File: src/rtl/mmio_pkg.sv
// Shared constants and types for the MMIO debug port.
package mmio_pkg;

    localparam logic [31:0] MMIO_BASE_ADDR  = 32'hFFFF_0000;
    localparam logic [31:0] MMIO_DONE_OFF   = 32'h0000_0100;
    localparam logic [31:0] MMIO_STATUS_OFF = 32'h0000_0104;

    // Entry fields are sized for the largest supported configuration (16 channels, 32-bit data)
    localparam int MMIO_CH_W   = 4;
    localparam int MMIO_DATA_W = 32;

    typedef enum logic [1:0] {
        RUN     = 2'd0,
        DONE    = 2'd1,
        TIMEOUT = 2'd2
    } mmio_state_e;

    typedef struct packed {
        logic [MMIO_CH_W-1:0]   channel;
        logic [MMIO_DATA_W-1:0] data;
    } mmio_entry_t;

endpackage

File: src/rtl/sync_fifo.sv
// Synchronous FIFO with registered storage and wrap-bit pointers; head is shown combinationally.
module sync_fifo #(
    parameter int WIDTH = 8,
    parameter int DEPTH = 8,
    localparam int AW   = $clog2(DEPTH)
) (
    input  logic             clk,
    input  logic             n_rst,
    input  logic             push,
    input  logic             pop,
    input  logic [WIDTH-1:0] wdata,
    output logic [WIDTH-1:0] rdata,
    output logic             full,
    output logic             empty,
    output logic [AW:0]      level
);

    logic [WIDTH-1:0] mem [DEPTH];
    logic [AW:0]      wr_ptr;
    logic [AW:0]      rd_ptr;
    logic             do_push;
    logic             do_pop;

    // A pop frees a slot in the same cycle, so a full FIFO still accepts a push alongside it
    assign do_pop  = pop && !empty;
    assign do_push = push && (!full || do_pop);

    always_ff @(posedge clk) begin
        if (!n_rst) begin
            wr_ptr <= '0;
            rd_ptr <= '0;
        end else begin
            if (do_push) wr_ptr <= wr_ptr + 1'b1;
            if (do_pop)  rd_ptr <= rd_ptr + 1'b1;
        end
    end

    always_ff @(posedge clk) begin
        if (do_push) mem[wr_ptr[AW-1:0]] <= wdata;
    end

    assign empty = (wr_ptr == rd_ptr);
    assign full  = (wr_ptr[AW] != rd_ptr[AW]) && (wr_ptr[AW-1:0] == rd_ptr[AW-1:0]);
    assign level = wr_ptr - rd_ptr;
    assign rdata = mem[rd_ptr[AW-1:0]];

endmodule

File: src/rtl/mmio_debug_port.sv
// MMIO print/DONE sink with tagged print FIFO, exit-code latch and cycle watchdog.
// Optional MMIO_READBACK_EN adds a registered STATUS register readable over the bus.
module mmio_debug_port
    import mmio_pkg::*;
#(
    parameter int                ADDR_W         = 32,
    parameter int                DATA_W         = 32,
    parameter int                NUM_CHANNELS   = 4,
    parameter int                FIFO_DEPTH     = 8,
    parameter logic [ADDR_W-1:0] BASE_ADDR      = ADDR_W'(MMIO_BASE_ADDR),
    parameter int                TIMEOUT_CYCLES = 100000,
    localparam int               CH_W           = (NUM_CHANNELS > 1) ? $clog2(NUM_CHANNELS) : 1,
    localparam int               LVL_W          = $clog2(FIFO_DEPTH) + 1
) (
    input  logic              clk,
    input  logic              n_rst,
    input  logic [ADDR_W-1:0] memory_address,
    input  logic [DATA_W-1:0] memory_write_data,
    input  logic              memory_write_enable,
    input  logic              memory_read_enable,
    output logic [DATA_W-1:0] memory_read_data,
    output logic              out_valid,
    input  logic              out_ready,
    output logic [CH_W-1:0]   out_channel,
    output logic [DATA_W-1:0] out_data,
    output logic              done,
    output logic [DATA_W-1:0] exit_code,
    output logic              timeout,
    output logic              overflow,
    output logic [15:0]       drop_count
);

    mmio_state_e       state_q, state_d;
    logic [31:0]       wd_count;
    logic              wd_expire;
    logic [ADDR_W-1:0] offset;
    logic              ch_hit, done_wr;
    logic [CH_W-1:0]   ch_idx;
    mmio_entry_t       push_entry, head_entry;
    logic              fifo_push, fifo_pop, fifo_full, fifo_empty, drop;
    logic [LVL_W-1:0]  fifo_level;

    // Addresses below BASE_ADDR wrap to a huge offset and fall outside the channel window
    assign offset  = memory_address - BASE_ADDR;
    assign ch_hit  = (offset < ADDR_W'(4 * NUM_CHANNELS)) && (memory_address[1:0] == 2'b00);
    assign ch_idx  = CH_W'(offset >> 2);
    assign done_wr = memory_write_enable && (memory_address == BASE_ADDR + ADDR_W'(MMIO_DONE_OFF));

    assign wd_expire = (TIMEOUT_CYCLES != 0) && (wd_count == 32'(TIMEOUT_CYCLES - 1));

    always_comb begin
        state_d = state_q;
        case (state_q)
            RUN: begin
                if (done_wr)        state_d = DONE;
                else if (wd_expire) state_d = TIMEOUT;
            end
            default: state_d = state_q;
        endcase
    end

    assign done    = (state_q == DONE);
    assign timeout = (state_q == TIMEOUT);

    assign push_entry.channel = MMIO_CH_W'(ch_idx);
    assign push_entry.data    = MMIO_DATA_W'(memory_write_data);
    assign fifo_push          = memory_write_enable && ch_hit && (state_q == RUN);
    assign fifo_pop           = out_valid && out_ready;
    assign drop               = fifo_push && fifo_full && !fifo_pop;

    sync_fifo #(
        .WIDTH ($bits(mmio_entry_t)),
        .DEPTH (FIFO_DEPTH)
    ) u_fifo (
        .clk   (clk),
        .n_rst (n_rst),
        .push  (fifo_push),
        .pop   (fifo_pop),
        .wdata (push_entry),
        .rdata (head_entry),
        .full  (fifo_full),
        .empty (fifo_empty),
        .level (fifo_level)
    );

    // Head fields are masked so an empty FIFO (including right after reset) shows zeros
    assign out_valid   = !fifo_empty;
    assign out_channel = out_valid ? CH_W'(head_entry.channel) : '0;
    assign out_data    = out_valid ? DATA_W'(head_entry.data) : '0;

    always_ff @(posedge clk) begin
        if (!n_rst) begin
            state_q    <= RUN;
            wd_count   <= '0;
            exit_code  <= '0;
            overflow   <= 1'b0;
            drop_count <= '0;
        end else begin
            state_q <= state_d;
            if (state_q == RUN) wd_count <= wd_count + 32'd1;
            if (state_q == RUN && done_wr) exit_code <= memory_write_data;
            if (drop) begin
                overflow <= 1'b1;
                if (drop_count != 16'hFFFF) drop_count <= drop_count + 16'd1;
            end
        end
    end

`ifdef MMIO_READBACK_EN
    logic [31:0] status_word;

    assign status_word = {drop_count, 8'(fifo_level), 4'b0000, timeout, done, overflow, fifo_full};

    always_ff @(posedge clk) begin
        if (!n_rst) begin
            memory_read_data <= '0;
        end else if (memory_read_enable) begin
            if (memory_address == BASE_ADDR + ADDR_W'(MMIO_STATUS_OFF))
                memory_read_data <= DATA_W'(status_word);
            else
                memory_read_data <= '0;
        end
    end
`else
    logic unused_readback;

    assign unused_readback  = ^{memory_read_enable, fifo_level};
    assign memory_read_data = '0;
`endif

endmodule
File: config.mk
export PLATFORM = sky130hd
export DESIGN_NAME = mmio_debug_port
export DESIGN_NICKNAME = d
export VERILOG_FILES = /design/src/rtl/mmio_pkg.sv /design/src/rtl/sync_fifo.sv /design/src/rtl/mmio_debug_port.sv
export SDC_FILE = /design/constraint.sdc
export NUM_CORES = 1
export LEC_CHECK = 0
export CORE_MARGIN = 2
export CORE_UTILIZATION = 45
export CTS_CLUSTER_SIZE = 14
export DETAILED_ROUTE_END_ITERATION = 6
export PLACE_DENSITY = 0.71
export SLEW_MARGIN = 5
export SYNTH_ARGS = -nofsm -noshare
export SYNTH_HDL_FRONTEND = slang
export SYNTH_SLANG_ARGS = --single-unit
File: constraint.sdc
create_clock -name clk -period 11.4 [get_ports clk]
set_input_delay 2.28 -clock clk [delete_from_list [all_inputs] [get_ports clk]]
set_output_delay 2.28 -clock clk [all_outputs]
set_load 0.02 [all_outputs]
# Yosys cells after proc, flatten, opt, wreduce, memory -nomap -nowiden
# Memory sizes are Yosys's and may differ from the RTL's. A register that Yosys moved wholly into a read port is not among the register bits.
# Cells that the tools add are included.
[totals]
regBits = 91
mem_bits_rw = 272
wordCells = 50
n_memories = 1
[memory_table]
columns = ["memory", "depth", "width", "read_ports", "rd_ports_with_merged_regs", "wr", "line_no", "source"]
rows = [
  ["u_fifo.mem", 8, 34, 1, 1, 1, "sync_fifo.sv:18", "logic [WIDTH-1:0] mem [DEPTH];"],
]
[classes]
n_addsub = 5
n_lt_le_gt_ge = 1
eq_ne = 8
mux = 8
reduce_logical = 20
[ops]
columns = ["op", "count"]
rows = [
  ["adder 32 x 1 -> 32 bit, second input constant", 1],
  ["equality test 32 x 17 -> 1 bit, second input constant", 1],
  ["equality test 32 bit, second input constant", 1],
  ["< comparator 32 x 5 -> 1 bit, second input constant", 1],
  ["2-to-1 mux 32 bit", 1],
  ["subtractor 32 bit, second input constant", 1],
  ["adder 16 x 1 -> 16 bit, second input constant", 1],
  ["inequality test 16 bit, second input constant", 1],
  ["logical AND 1 bit", 11],
  ["adder 4 x 1 -> 4 bit, second input constant", 2],
  ["2-to-1 mux 2 bit", 3],
  ["2-to-1 mux 3 bit", 2],
  ["equality test 4 bit", 1],
  ["logical NOT 2 bit", 2],
  ["AND reduction 2 bit", 2],
  ["equality test 3 bit", 1],
  ["logical NOT 1 bit", 3],
  ["equality test 2 x 1 -> 1 bit, second input constant", 1],
  ["equality test 2 bit, second input constant", 1],
  ["2-to-1 mux 1 bit", 2],
  ["nonzero test 2 bit", 1],
  ["logical OR 1 bit", 1],
  ["inequality test 1 bit", 1],
]

# Logic depth before layout (Yosys ltp)
[depth]
word_depth = 8
mapped_depth = 9

# Hierarchy
# Synthesis repeated with hierarchy kept, for this count alone.
[hier_totals]
cells_unflattened = 1047
area_unflattened_um2 = 15970.3
[by_module_without_submodules]
columns = ["mod", "n_inst", "cells_each", "area_each_um2", "seq_area_each_um2"]
rows = [
  ["sync_fifo", 1, 492, 11618.6, 8868.5],
  ["mmio_debug_port", 1, 555, 4351.7, 1661.6],
]

# Worst setup path before layout
# OpenSTA, ideal clock, no wires.
[synth_path]
path_kind = "input -> register"
startpoint = "input memory_address[17]"
endpoint = "memory u_fifo.mem[0][0] in the netlist's numbering, enable pin"
arrival_time_ns = 6.821
t_required_ns = 10.890
path_slack_ns = 4.069
stages = 7
cell_sequence = "nand4_1 -> or2_1 -> clkbuf_1 -> or3_4 -> a21oi_4 -> nand3_2 -> nor4_1"
[synth_between]
elab_chain_cells = 8
[synth_rtl]
columns = ["item", "line_no", "source"]
rows = [
  ["from (decl)", "mmio_debug_port.sv:17", "input logic [ADDR_W-1:0] memory_address,"],
  ["subtractor 32 bit", "mmio_debug_port.sv:44", "assign offset = memory_address - BASE_ADDR;"],
  ["< comparator 32 x 5 -> 1 bit", "mmio_debug_port.sv:45", "assign ch_hit = (offset < ADDR_W'(4 * NUM_CHANNELS)) && (memory_address[1:0] == 2'b00);"],
  ["logical AND 1 bit", "mmio_debug_port.sv:45", ""],
  ["logical AND 1 bit (2 in a row)", "mmio_debug_port.sv:67", "assign fifo_push = memory_write_enable && ch_hit && (state_q == RUN);"],
  ["logical AND 1 bit", "sync_fifo.sv:26", "assign do_push = push && (!full || do_pop);"],
  ["2-to-1 mux 1 bit", "sync_fifo.sv:39", "if (do_push) mem[wr_ptr[AW-1:0]] <= wdata;"],
  ["2-to-1 mux 1 bit (not written as such)", "sync_fifo.sv:39", ""],
  ["to (decl)", "sync_fifo.sv:18", ""],
]
# Every way passes these cells.

==> results.json <==
{
  "outcome": "finished clean",
  "layout.nets": 1223,
  "power.internal_mw": 2.093,
  "critical_path.startpoint_type": "flop",
  "yosysSeqAreaShare_pct": 67.32,
  "setup_viol": 0,
  "cts_sinks": 366,
  "synth_compound_area_share_pct": 3.453,
  "grt_pass1_wl_um": 48730,
  "ant_nets": 0,
  "synthCells": 995,
  "combPwrFrac_pct": 2.3,
  "initial_core_util_pct": 45.77,
  "p_seq_share_pct": 54.5,
  "synthFlopType": "edfxtp_1",
  "hold_viol": 0,
  "drc": 0,
  "p_leak_nw": 5.528,
  "synth_area_per_cell_um2": 15.00,
  "clk_pin_slew_ns": 0.06,
  "place_congestion": 0.7919,
  "cts.path.max_buffers": 3,
  "insertion_delay_ns": 0.52,
  "synth_commonest_cells": "edfxtp_1 (272), nand2_1 (96), dfxtp_1 (94)",
  "worst_pin_slew_ns": 1.010,
  "synth.area.mux_share_pct": 13.08,
  "synthXorXnorAreaFrac_pct": 1.877,
  "cp_data_arrival_time_ns": 3.47,
  "drt-initial-drc-count": 704,
  "fin_worst_skew_ns": 0.01003,
  "dieArea_mm2": 0.03465,
  "h-tree-depth": 2,
  "relSlewSlack_pct": 32.68,
  "num_antenna_cells": 0,
  "pwr-share-clk_pct": 43.2,
  "drv_cap": 0,
  "drive_gt1_share_pct": 13.91,
  "dr.pass1.iters": 4,
  "top_usage_layer": "met2",
  "antenna_found_initial": 0,
  "end_kind": "output port",
  "report.final.slew_viol_count": 0,
  "netSwitchingFraction_pct": 20.22,
  "io_pins": 187,
  "fillers": 2644,
  "yosys.area_share.simple_pct": 10.28,
  "syn_to_final_growth_pct": 19.99,
  "grt_remaining_overflow": 0,
  "power.switching_mw": 0.5305,
  "synth_cell_types": 57,
  "max_freq_mhz": 173.9,
  "routed_wirelength_um": 31320,
  "post-route-period-util_pct": 50.43,
  "yosysTopAreaCellShare_pct": 54.71,
  "cts_setup_buffers": 0,
  "fp-row-count": 66,
  "track_usage_pct": 18.55,
  "die_w_um": 186.1,
  "met1_usage_pct": 25.84,
  "path_max_fanout": 43,
  "grt_pass1_vias": 8796,
  "cts_hold_buf": 0,
  "synth.cell_area_mm2": 0.01493,
  "coreArea_mm2": 0.03262,
  "p_total_mw": 2.624,
  "rsz0062_at_grt": "no",
  "vias": 8588,
  "port_buffers": 153,
  "final_core_util_pct": 54.91,
  "worst-setup-path-type": "reg2out",
  "met3_usage_pct": 3.368,
  "fin_crit_ns": 5.749,
  "tns_ns": 0,
  "ir_drop_v": 0.00009310,
  "hp-class": "reg2reg",
  "stdcell_count": 1621,
  "powerDensity_mw_per_mm2": 146.5,
  "yosysWarnings": 0,
  "vias_per_cell": 5.298,
  "synth.most_common_cell": "edfxtp_1",
  "r2r_slack_ns": 8.66,
  "dp_cells": 1553,
  "synth_edf_count": 272,
  "cts_root_buffer": "clkbuf_16",
  "grt_use_met2_pct": 30.68,
  "cts_tree": "built",
  "yosysTopAreaCell": "edfxtp_1",
  "async_flop_share_pct": 0,
  "detail_route.wl_per_cell_um": 19.32,
  "grt_max_degree": 70,
  "synth_adder_area_share_pct": 0.3353,
  "synth_area_leaders": "edfxtp_1 (55%), dfxtp_1 (13%), mux4_2 (10%)",
  "dp_hpwl_um": 17970,
  "cts_resized": 0,
  "dieHeight_um": 186.1,
  "synth_top_family_by_area": "multiplexers",
  "cp_data_required_time_ns": 9.12,
  "ys_ff_latch": 366,
  "cts_made_buffers": 37
}
==> cells in the final DEF (no fill, tap or decap), drive strengths merged, types with 25 or more instances in the layout <==
cell | synthesis | routed
a21oi | 55 | 55
clkdlybuf4s50 | 0 | 153
nand2 | 96 | 96
clkbuf | 28 | 47
conb | 1 | 32
nor2 | 83 | 83
edfxtp | 272 | 272
mux4 | 68 | 68
mux2i | 42 | 42
nand3 | 25 | 25
dfxtp | 94 | 94
==> power groups by stage <==
stage               clock network (mW)  logic [mW]  registers [mW]
floorplan                            0      0.0281            1.46
global placement                     0      0.0591            1.46
detailed placement                   0      0.0607            1.46
CTS                               1.16      0.0608            1.43
global route                      1.21      0.0665            1.43
finish                            1.13      0.0609            1.43
==> stage by stage <==
step	instance area (µm²)	worst slack (ns)	hold slack (ns)
3_5_place_dp	16770	5.871	0.4431
6_report	17910	5.651	0.4485
3_3_place_gp	16770	5.897	0.4369
2_1_floorplan	15040	4.069	0.4583
4_1_cts	17910	5.487	0.4519
5_1_grt	17910	5.323	0.4693
==> worst paths after layout <==
path                   endpoint        startpoint  cells after the start
setup reg to reg           flop  u_fifo.wr_ptr[1]                      7
setup / recovery    out_data[0]              flop                      5
hold reg to reg   exit_code[11]     exit_code[11]                      2
hold / removal    exit_code[11]     exit_code[11]                      2
==> registers in the layout, indices dropped and copies added, names as in the netlist, named ones only <==
name / cells
u_fifo.wr_ptr: 4
wd_count: 32
overflow: 1
u_fifo.rd_ptr: 4
drop_count: 16
u_fifo.mem: 272
state_q: 2
exit_code: 32
==> cells by family after synthesis <==
kind of cell | count (synthesis)
AND/OR/NAND/NOR | 308
flip-flops | 366
AO/OA/AOI/OAI | 86
adder cells (fa/ha/maj) | 4
other | 1
XOR/XNOR | 32
buffers and inverters | 88
multiplexers | 110
==> layout make-up <==
class,instances,area [µm²],share of cell area (%)
multi-input combinational,572,4511,25.18
clock inverter,21,155.1,0.8662
inverter,8,30.03,0.1676
sequential,366,10060,56.15
clock buffer,47,983.4,5.490
timing repair buffer,165,1622,9.053
tap,442,553.0,3.087
==> metal layers <==
| metal | routed length (µm) | up-vias | share of wire (%) |
|---|---|---|---|
| li1 | - | 4021 | - |
| met1 | 13940 | 4266 | 44 |
| met2 | 15080 | 265 | 48 |
| met3 | 1856 | 36 | 5.9 |
| met4 | 448 | 0 | 1.4 |
| met5 | 0 | - | 0 |
==> critical path, stage by stage (launching register included) <==
cell,delay (ns)
dfxtp_4,0.68
buf_4,0.79
mux4_2,0.59
mux2i_1,0.23
nor2_1,0.07
clkdlybuf4s50_1,0.57
(Power assumes the default switching activity.)
